File: config.mk
export PLATFORM = sky130hd
export DESIGN_NAME = led_frame_sched
export DESIGN_NICKNAME = d
export VERILOG_FILES = /design/src/rtl/led_pkg.sv /design/src/rtl/led_tick_gen.sv /design/src/rtl/led_frame_sched.sv
export SDC_FILE = /design/constraint.sdc
export NUM_CORES = 1
export LEC_CHECK = 0
export CAP_MARGIN = 5
export CORE_ASPECT_RATIO = 1.4
export CORE_MARGIN = 2
export CORE_UTILIZATION = 35
export CTS_CLUSTER_DIAMETER = 120
export DETAILED_ROUTE_END_ITERATION = 6
export SLEW_MARGIN = 20
export SYNTH_ARGS = -nofsm -noshare
export SYNTH_HDL_FRONTEND = slang
export SYNTH_SLANG_ARGS = --single-unit
File: constraint.sdc
create_clock -name clk_in -period 4.22 [get_ports clk_in]
set_input_delay 1.266 -clock clk_in [delete_from_list [all_inputs] [get_ports clk_in]]
set_output_delay 1.266 -clock clk_in [all_outputs]
set_load 0.05 [all_outputs]
File: src/rtl/led_pkg.sv
// Shared definitions for the LED matrix frame scheduler: matrix geometry,
// swap-state encoding, column index type and a one-hot column decoder.
package led_pkg;

    localparam int LED_COLS   = 16;
    localparam int LED_LINE_W = 8;
    localparam logic [LED_LINE_W-1:0] LED_OFF = 8'hFF;

    typedef enum logic {
        ACTIVE  = 1'b0,
        PENDING = 1'b1
    } swap_state_e;

    typedef logic [3:0] col_t;

    // One-hot column select for the row pins.
    function automatic logic [LED_COLS-1:0] col_onehot(input col_t c);
        logic [LED_COLS-1:0] r;
        r = {{(LED_COLS-1){1'b0}}, 1'b1} << c;
        return r;
    endfunction

endpackage

File: src/rtl/led_tick_gen.sv
// Column dwell divider: tick_o is high for one clock every TICK_DIV clocks
// (on the terminal count); cnt_o is the position within the current dwell,
// 0 on the clock right after a tick.
module led_tick_gen #(
    parameter int TICK_DIV = 1200,
    parameter int CNT_W    = $clog2(TICK_DIV)
) (
    input  logic             clk_in,
    input  logic             rst_in,
    output logic             tick_o,
    output logic [CNT_W-1:0] cnt_o
);

    logic [CNT_W-1:0] cnt_q;
    logic [CNT_W-1:0] cnt_d;
    logic             term_s;

    assign term_s = (cnt_q == CNT_W'(TICK_DIV - 1));

    // Next count: wrap to zero on the terminal count, otherwise increment.
    always_comb begin
        cnt_d = cnt_q;
        if (term_s) begin
            cnt_d = {CNT_W{1'b0}};
        end else begin
            cnt_d = cnt_q + CNT_W'(1'b1);
        end
    end

    // Divider counter register.
    always_ff @(posedge clk_in) begin
        if (rst_in) begin
            cnt_q <= {CNT_W{1'b0}};
        end else begin
            cnt_q <= cnt_d;
        end
    end

    assign tick_o = term_s;
    assign cnt_o  = cnt_q;

endmodule

File: src/rtl/led_frame_sched.sv
// Double-buffered frame scheduler for the 16-column LED matrix.
// Two renderers write columns into the back bank through a round-robin
// arbiter; the front bank is scanned onto row/line. A commit request arms a
// swap that happens only on the frame wrap (column 15 -> 0), and writes are
// stalled while the swap is pending so nothing lands in a bank about to be
// shown.
// Optional build macro LED_SCHED_BLANK_EN: blank line for BLANK_CYC clocks
// at the start of every column to suppress ghosting.
module led_frame_sched
    import led_pkg::*;
#(
    parameter int TICK_DIV  = 1200,
    parameter int BLANK_CYC = 16
) (
    input  logic                  clk_in,
    input  logic                  rst_in,
    input  logic [1:0]            wr_req,
    input  logic [3:0]            wr_col0,
    input  logic [3:0]            wr_col1,
    input  logic [LED_LINE_W-1:0] wr_dat0,
    input  logic [LED_LINE_W-1:0] wr_dat1,
    output logic [1:0]            wr_ack,
    input  logic                  commit_in,
    output logic                  swap_done,
    output logic [LED_COLS-1:0]   row,
    output logic [LED_LINE_W-1:0] line
);

    localparam int CNT_W = $clog2(TICK_DIV);

    logic [LED_LINE_W-1:0] bank_q [2][LED_COLS];

    swap_state_e           state_q, state_d;
    logic                  last_q, last_d;
    logic                  fsel_q, fsel_d;
    col_t                  col_q, col_d;
    logic [LED_COLS-1:0]   row_q, row_d;
    logic [LED_LINE_W-1:0] line_q, line_d;

    logic                  tick_s;
    logic [CNT_W-1:0]      cnt_s;
    logic                  wrap_s;
    logic                  swap_s;
    logic [1:0]            gnt_s;
    logic                  wr_en_s;
    col_t                  wr_col_s;
    logic [LED_LINE_W-1:0] wr_dat_s;
    logic                  back_sel_s;
    col_t                  col_next_s;
    logic [LED_LINE_W-1:0] front_next_s;

    led_tick_gen #(
        .TICK_DIV (TICK_DIV),
        .CNT_W    (CNT_W)
    ) u_tick (
        .clk_in (clk_in),
        .rst_in (rst_in),
        .tick_o (tick_s),
        .cnt_o  (cnt_s)
    );

    assign wrap_s     = tick_s && (col_q == 4'd15);
    assign back_sel_s = ~fsel_q;
    assign fsel_d     = fsel_q ^ swap_s;
    assign col_next_s = col_q + 4'd1;
    // Front data for the next column, taken from the post-swap bank on a wrap.
    assign front_next_s = bank_q[fsel_d][col_next_s];

    // Round-robin arbiter: grants only while ACTIVE, alternates on contention.
    always_comb begin
        gnt_s  = 2'b00;
        last_d = last_q;
        if (state_q == ACTIVE) begin
            case (wr_req)
                2'b01:   gnt_s = 2'b01;
                2'b10:   gnt_s = 2'b10;
                2'b11: begin
                    if (last_q) begin
                        gnt_s = 2'b01;
                    end else begin
                        gnt_s = 2'b10;
                    end
                    last_d = ~last_q;
                end
                default: gnt_s = 2'b00;
            endcase
        end else begin
            gnt_s = 2'b00;
        end
    end

    // Write port mux for the granted requester.
    always_comb begin
        wr_en_s = |gnt_s;
        if (gnt_s[1]) begin
            wr_col_s = wr_col1;
            wr_dat_s = wr_dat1;
        end else begin
            wr_col_s = wr_col0;
            wr_dat_s = wr_dat0;
        end
    end

    // Swap FSM: commit arms a swap, the next frame wrap performs it.
    always_comb begin
        state_d = state_q;
        swap_s  = 1'b0;
        case (state_q)
            ACTIVE: begin
                if (commit_in) begin
                    state_d = PENDING;
                end else begin
                    state_d = ACTIVE;
                end
            end
            PENDING: begin
                if (wrap_s) begin
                    state_d = ACTIVE;
                    swap_s  = 1'b1;
                end else begin
                    state_d = PENDING;
                end
            end
            default: state_d = ACTIVE;
        endcase
    end

    // Scan next state: advance column and row select on each tick.
    always_comb begin
        col_d = col_q;
        row_d = row_q;
        if (tick_s) begin
            col_d = col_next_s;
            row_d = col_onehot(col_next_s);
        end else begin
            col_d = col_q;
            row_d = row_q;
        end
    end

`ifdef LED_SCHED_BLANK_EN
    // Column data with a blanking window at the start of every dwell.
    always_comb begin
        line_d = line_q;
        if (tick_s) begin
            if (BLANK_CYC > 32'sd0) begin
                line_d = LED_OFF;
            end else begin
                line_d = front_next_s;
            end
        end else if ((int'(cnt_s) + 32'sd1) < BLANK_CYC) begin
            line_d = LED_OFF;
        end else begin
            line_d = bank_q[fsel_q][col_q];
        end
    end
`else
    logic unused_s;
    assign unused_s = (^cnt_s) ^ (BLANK_CYC > 32'sd0);

    // Column data loads on the tick edge and holds for the whole dwell.
    always_comb begin
        line_d = line_q;
        if (tick_s) begin
            line_d = front_next_s;
        end else begin
            line_d = line_q;
        end
    end
`endif

    // Frame bank storage: clear on reset, granted writes go to the back bank.
    always_ff @(posedge clk_in) begin
        if (rst_in) begin
            for (int b = 0; b < 2; b++) begin
                for (int c = 0; c < LED_COLS; c++) begin
                    bank_q[b][c] <= LED_OFF;
                end
            end
        end else if (wr_en_s) begin
            bank_q[back_sel_s][wr_col_s] <= wr_dat_s;
        end
    end

    // Control and scan output registers.
    always_ff @(posedge clk_in) begin
        if (rst_in) begin
            state_q <= ACTIVE;
            last_q  <= 1'b1;
            fsel_q  <= 1'b0;
            col_q   <= 4'd0;
            row_q   <= col_onehot(4'd0);
            line_q  <= LED_OFF;
        end else begin
            state_q <= state_d;
            last_q  <= last_d;
            fsel_q  <= fsel_d;
            col_q   <= col_d;
            row_q   <= row_d;
            line_q  <= line_d;
        end
    end

    assign wr_ack    = gnt_s;
    assign swap_done = swap_s;
    assign row       = row_q;
    assign line      = line_q;

endmodule
==> PnR_summary.wiki <==
{| class="wikitable"
! Metric !! Value
|-
| Largest net degree at the start of global routing || 67
|-
| Initial Util || 35.3%
|-
| Area Growth Syn to Fin || 18.6%
|-
| Status || completed
|-
| Clk buf depth || 3
|-
| Final-report setup violation count || 0
|-
| Post-synth EDFFs || 256
|-
| Cell area after synthesis || 13500 sq um
|-
| Power per cell area || 391 nW/um^2
|-
| Routed length per instance || 23.9 um
|-
| Yosys warnings || 0
|-
| Required time of the worst setup path || 2950 ps
|-
| Seq cells post-synth || 298
|-
| Count of pins on the block boundary || 56
|-
| Final hold viol count || 0
|-
| Worst clock skew || 16.0 ps
|-
| Clock tree from TritonCTS || done
|-
| Critical Path AT || 2770 ps
|-
| Detail Route Antenna Nets || 0
|-
| Lkg Pwr || 5.02 nW
|-
| Placement row count || 85
|-
| Slew @ Worst Pin || 1110 ps
|-
| Critical path class || reg -> out
|-
| Clock root buffer || sky130_fd_sc_hd__clkbuf_16
|-
| Port Buf Inserts || 55
|-
| TritonRoute pass-1 iters || 5
|-
| Type of the most critical hold path || reg -> reg
|-
| Total overflow reported by the global router || 0
|-
| Worst hold stages || 1
|-
| Antenna violations before repair || 0
|-
| Unrepaired setup endpoints after global routing || false
|-
| HPWL reported at the end of detailed placement || 29.6 mm
|-
| Most instantiated flip-flop cell in the synthesis netlist || sky130_fd_sc_hd__edfxtp_1
|-
| Net total in the final layout || 1335
|-
| Clock slew seen by the registers of the worst setup and hold paths || 70 ps
|-
| Insertion delay to the later sink of the worst-skew pair || 570 ps
|-
| First-pass GRT wire length || 63.5 mm
|-
| Synth unique cells || 64
|-
| Number of global-route vias before repair || 10000
|-
| Critical path peak fanout || 66
|-
| Post-route core utilization || 41.9%
|-
| Total Die Area || 40200 sq um
|-
| Post-DR vias/cell || 5.76
|-
| Fraction of layout cells with a size suffix above 1 || 14.2%
|-
| Highest clock frequency the design can meet || 0.247 GHz
|-
| Number of non-filler instances in the completed layout || 1800
|-
| Post-synthesis cell count || 1202
|-
| Post_cts resized || 0
|-
| Diodes inserted || 0
|-
| RD Place Congestion || 0.886
|-
| Total length of routed wires || 43.0 mm
|-
| Setup Fix Bufs, Post-CTS || 0
|-
| Worst setup slack after layout || 179 ps
|-
| Count of H-tree levels built during CTS || 1
|-
| Worst reg2reg path depth || 10
|-
| Hold-fix buffers at CTS || 0
|-
| Via count || 10400
|-
| Setup TNS after final layout || 0 ps
|-
| Die span in y || 236 um
|-
| Overall global routing resource usage || 21.3%
|-
| Net count after synthesis || 1237
|-
| Number of sinks on the clock net || 298
|-
| Number of remaining DRC errors || 0
|-
| Largest vdd supply drop || 0.220 mV
|-
| Number of inserted filler cells in the final layout || 3599
|-
| Die width || 170 um
|-
| PnR Total Power || 6.26 mW
|-
| Ys async rst share || 0%
|-
| Final critical-path required period || 4040 ps
|-
| Portion of the clock cycle consumed by the worst path in the final layout || 95.7%
|-
| Critical Path Start Type || flip-flop
|-
| Worst setup EP type || output port
|-
| Average cell area after synthesis || 11.2 sq um
|-
| 1st-iter DRT viols || 967
|-
| Worst slack at placement || 211 ps
|-
| Sequential share of the synthesized area || 63.1%
|-
| Placeable Area || 38300 sq um
|-
| Count of max-cap constraint violations || 0
|-
| Num CTS Buffers || 29
|-
| Max Transition Viols Final || 0
|-
| Number of cells in the design after placement || 1747
|-
| Headroom to the max-slew limit || 25.6%
|}
-- critical path, stage by stage (launching register included) --
cell	delay [ps]
sky130_fd_sc_hd__dfxtp_1	440
sky130_fd_sc_hd__ha_1	290
sky130_fd_sc_hd__and4_1	300
sky130_fd_sc_hd__nand4_4	120
sky130_fd_sc_hd__inv_2	130
sky130_fd_sc_hd__buf_4	690
sky130_fd_sc_hd__buf_12	220
-- synth_stat cells (3+ instances only) --
cell type,count,area [sq um]
sky130_fd_sc_hd__nand2_1,269,1010
sky130_fd_sc_hd__edfxtp_1,256,7690
sky130_fd_sc_hd__nor2_1,110,413
sky130_fd_sc_hd__clkbuf_1,57,214
sky130_fd_sc_hd__mux2i_1,48,480
sky130_fd_sc_hd__a21oi_1,46,230
sky130_fd_sc_hd__nand3_1,44,220
sky130_fd_sc_hd__dfxtp_1,42,841
sky130_fd_sc_hd__nor3_1,34,170
sky130_fd_sc_hd__a31oi_1,30,188
sky130_fd_sc_hd__or2_2,16,100
sky130_fd_sc_hd__a32oi_1,14,123
sky130_fd_sc_hd__mux2_2,14,158
sky130_fd_sc_hd__o21ai_0,14,70.1
sky130_fd_sc_hd__o221ai_1,14,123
sky130_fd_sc_hd__buf_2,12,60.1
sky130_fd_sc_hd__o211ai_1,12,90.1
sky130_fd_sc_hd__xor2_1,11,96.3
sky130_fd_sc_hd__a22oi_1,10,75.1
sky130_fd_sc_hd__inv_1,9,33.8
sky130_fd_sc_hd__o22ai_1,9,56.3
sky130_fd_sc_hd__a211oi_1,7,52.6
sky130_fd_sc_hd__nor4_1,7,43.8
sky130_fd_sc_hd__o31ai_1,7,52.6
sky130_fd_sc_hd__ha_1,6,75.1
sky130_fd_sc_hd__nand2b_1,6,37.5
sky130_fd_sc_hd__o32ai_1,6,52.6
sky130_fd_sc_hd__or3_1,6,37.5
sky130_fd_sc_hd__xnor2_1,6,52.6
sky130_fd_sc_hd__a221oi_1,5,43.8
sky130_fd_sc_hd__a31o_2,5,43.8
sky130_fd_sc_hd__mux2_1,5,56.3
sky130_fd_sc_hd__o22a_1,5,43.8
sky130_fd_sc_hd__and2_1,4,25.0
sky130_fd_sc_hd__and4_1,4,35.0
sky130_fd_sc_hd__buf_1,4,15.0
sky130_fd_sc_hd__a2bb2oi_1,3,26.3
sky130_fd_sc_hd__and3_1,3,18.8
sky130_fd_sc_hd__buf_4,3,22.5
sky130_fd_sc_hd__nor3b_1,3,22.5
sky130_fd_sc_hd__o21a_1,3,22.5
sky130_fd_sc_hd__o21ai_1,3,15.0
-- metrics by stage --
step	area [sq um]	hold slack, ps
floorplan	13500	418
global placement	15100	429
detailed placement	15100	436
CTS	16000	450
global route	16000	471
finish	16000	444
-- worst paths after layout --
path | startpoint | endpoint | slack (ps)
setup reg to reg | col_q[1] | line[0] | 660
hold reg to reg | u_tick.cnt_o[0] | u_tick.cnt_o[0] | 440
hold / removal | u_tick.cnt_o[0] | u_tick.cnt_o[0] | 440
setup / recovery | col_q[1] | swap_done | 180
-- area by class of cell --
type	count	area [sq um]	area share [%]
sequential	298	8530	53.2
clock buffer	39	793	4.95
tap	478	598	3.73
multi-input combinational	816	4660	29.1
clock inverter	14	131	0.820
timing repair buffer	144	1270	7.92
inverter	11	41.3	0.258
-- routing by layer --
metal	part of all wire, %	global-route usage, %	vias to the layer above
met4	4.2	8.99	0
met2	50	36.5	526
met1	38	26.9	5120
met5	0	0	-
li1	-	-	4612
met3	7.8	2.91	105
-- sequential cells by signal, indices dropped and copies added (netlist names) --
signal and flops:
bank_q 256, col_q 4, u_tick.cnt_o 11, last_q 1, line 8, state_q 1, row 16, fsel_q 1
-- cell families (layout without fill, tap and decap cells) --
logic type	Yosys count	count (layout)	share of synthesized area (%)
DFF	298	298	63.1
and+or+nand+nor	518	518	16.7
AOI/OAI and AO/OA	207	207	10.6
muxes	67	67	5.14
xor gates and xnor gates	18	18	1.22
adders and majority gates	6	6	0.556
buffers and inverters	88	208	2.65
-- layout by cell type (no fill, tap or decap), types with 6 or more instances in the layout --
| cell | instances |
|---|---|
| sky130_fd_sc_hd__nand2_1 | 269 |
| sky130_fd_sc_hd__edfxtp_1 | 256 |
| sky130_fd_sc_hd__nor2_1 | 109 |
| sky130_fd_sc_hd__buf_4 | 87 |
| sky130_fd_sc_hd__clkdlybuf4s50_1 | 51 |
| sky130_fd_sc_hd__a21oi_1 | 45 |
| sky130_fd_sc_hd__nand3_1 | 44 |
| sky130_fd_sc_hd__mux2i_1 | 43 |
| sky130_fd_sc_hd__dfxtp_1 | 41 |
| sky130_fd_sc_hd__nor3_1 | 34 |
| sky130_fd_sc_hd__a31oi_1 | 30 |
| sky130_fd_sc_hd__clkbuf_16 | 29 |
| sky130_fd_sc_hd__or2_2 | 16 |
| sky130_fd_sc_hd__o21ai_0 | 14 |
| sky130_fd_sc_hd__o221ai_1 | 14 |
| sky130_fd_sc_hd__mux2_2 | 14 |
| sky130_fd_sc_hd__a32oi_1 | 14 |
| sky130_fd_sc_hd__o211ai_1 | 12 |
| sky130_fd_sc_hd__xor2_1 | 11 |
| sky130_fd_sc_hd__a22oi_1 | 10 |
| sky130_fd_sc_hd__inv_1 | 9 |
| sky130_fd_sc_hd__o22ai_1 | 9 |
| sky130_fd_sc_hd__o31ai_1 | 7 |
| sky130_fd_sc_hd__nor4_1 | 7 |
| sky130_fd_sc_hd__a211oi_1 | 7 |
| sky130_fd_sc_hd__clkbuf_1 | 7 |
| sky130_fd_sc_hd__nand2b_1 | 6 |
| sky130_fd_sc_hd__or3_1 | 6 |
| sky130_fd_sc_hd__o32ai_1 | 6 |
| sky130_fd_sc_hd__ha_1 | 6 |
-- where the power goes --
group | internal [mW] | switching (mW) | total [mW]
Clock | 1.44 | 1.14 | 2.58
Combinational | 0.116 | 0.262 | 0.378
Sequential | 3.28 | 0.0241 | 3.31
Total | 4.84 | 1.42 | 6.26
No activity file was read; power rests on OpenSTA's default activity.
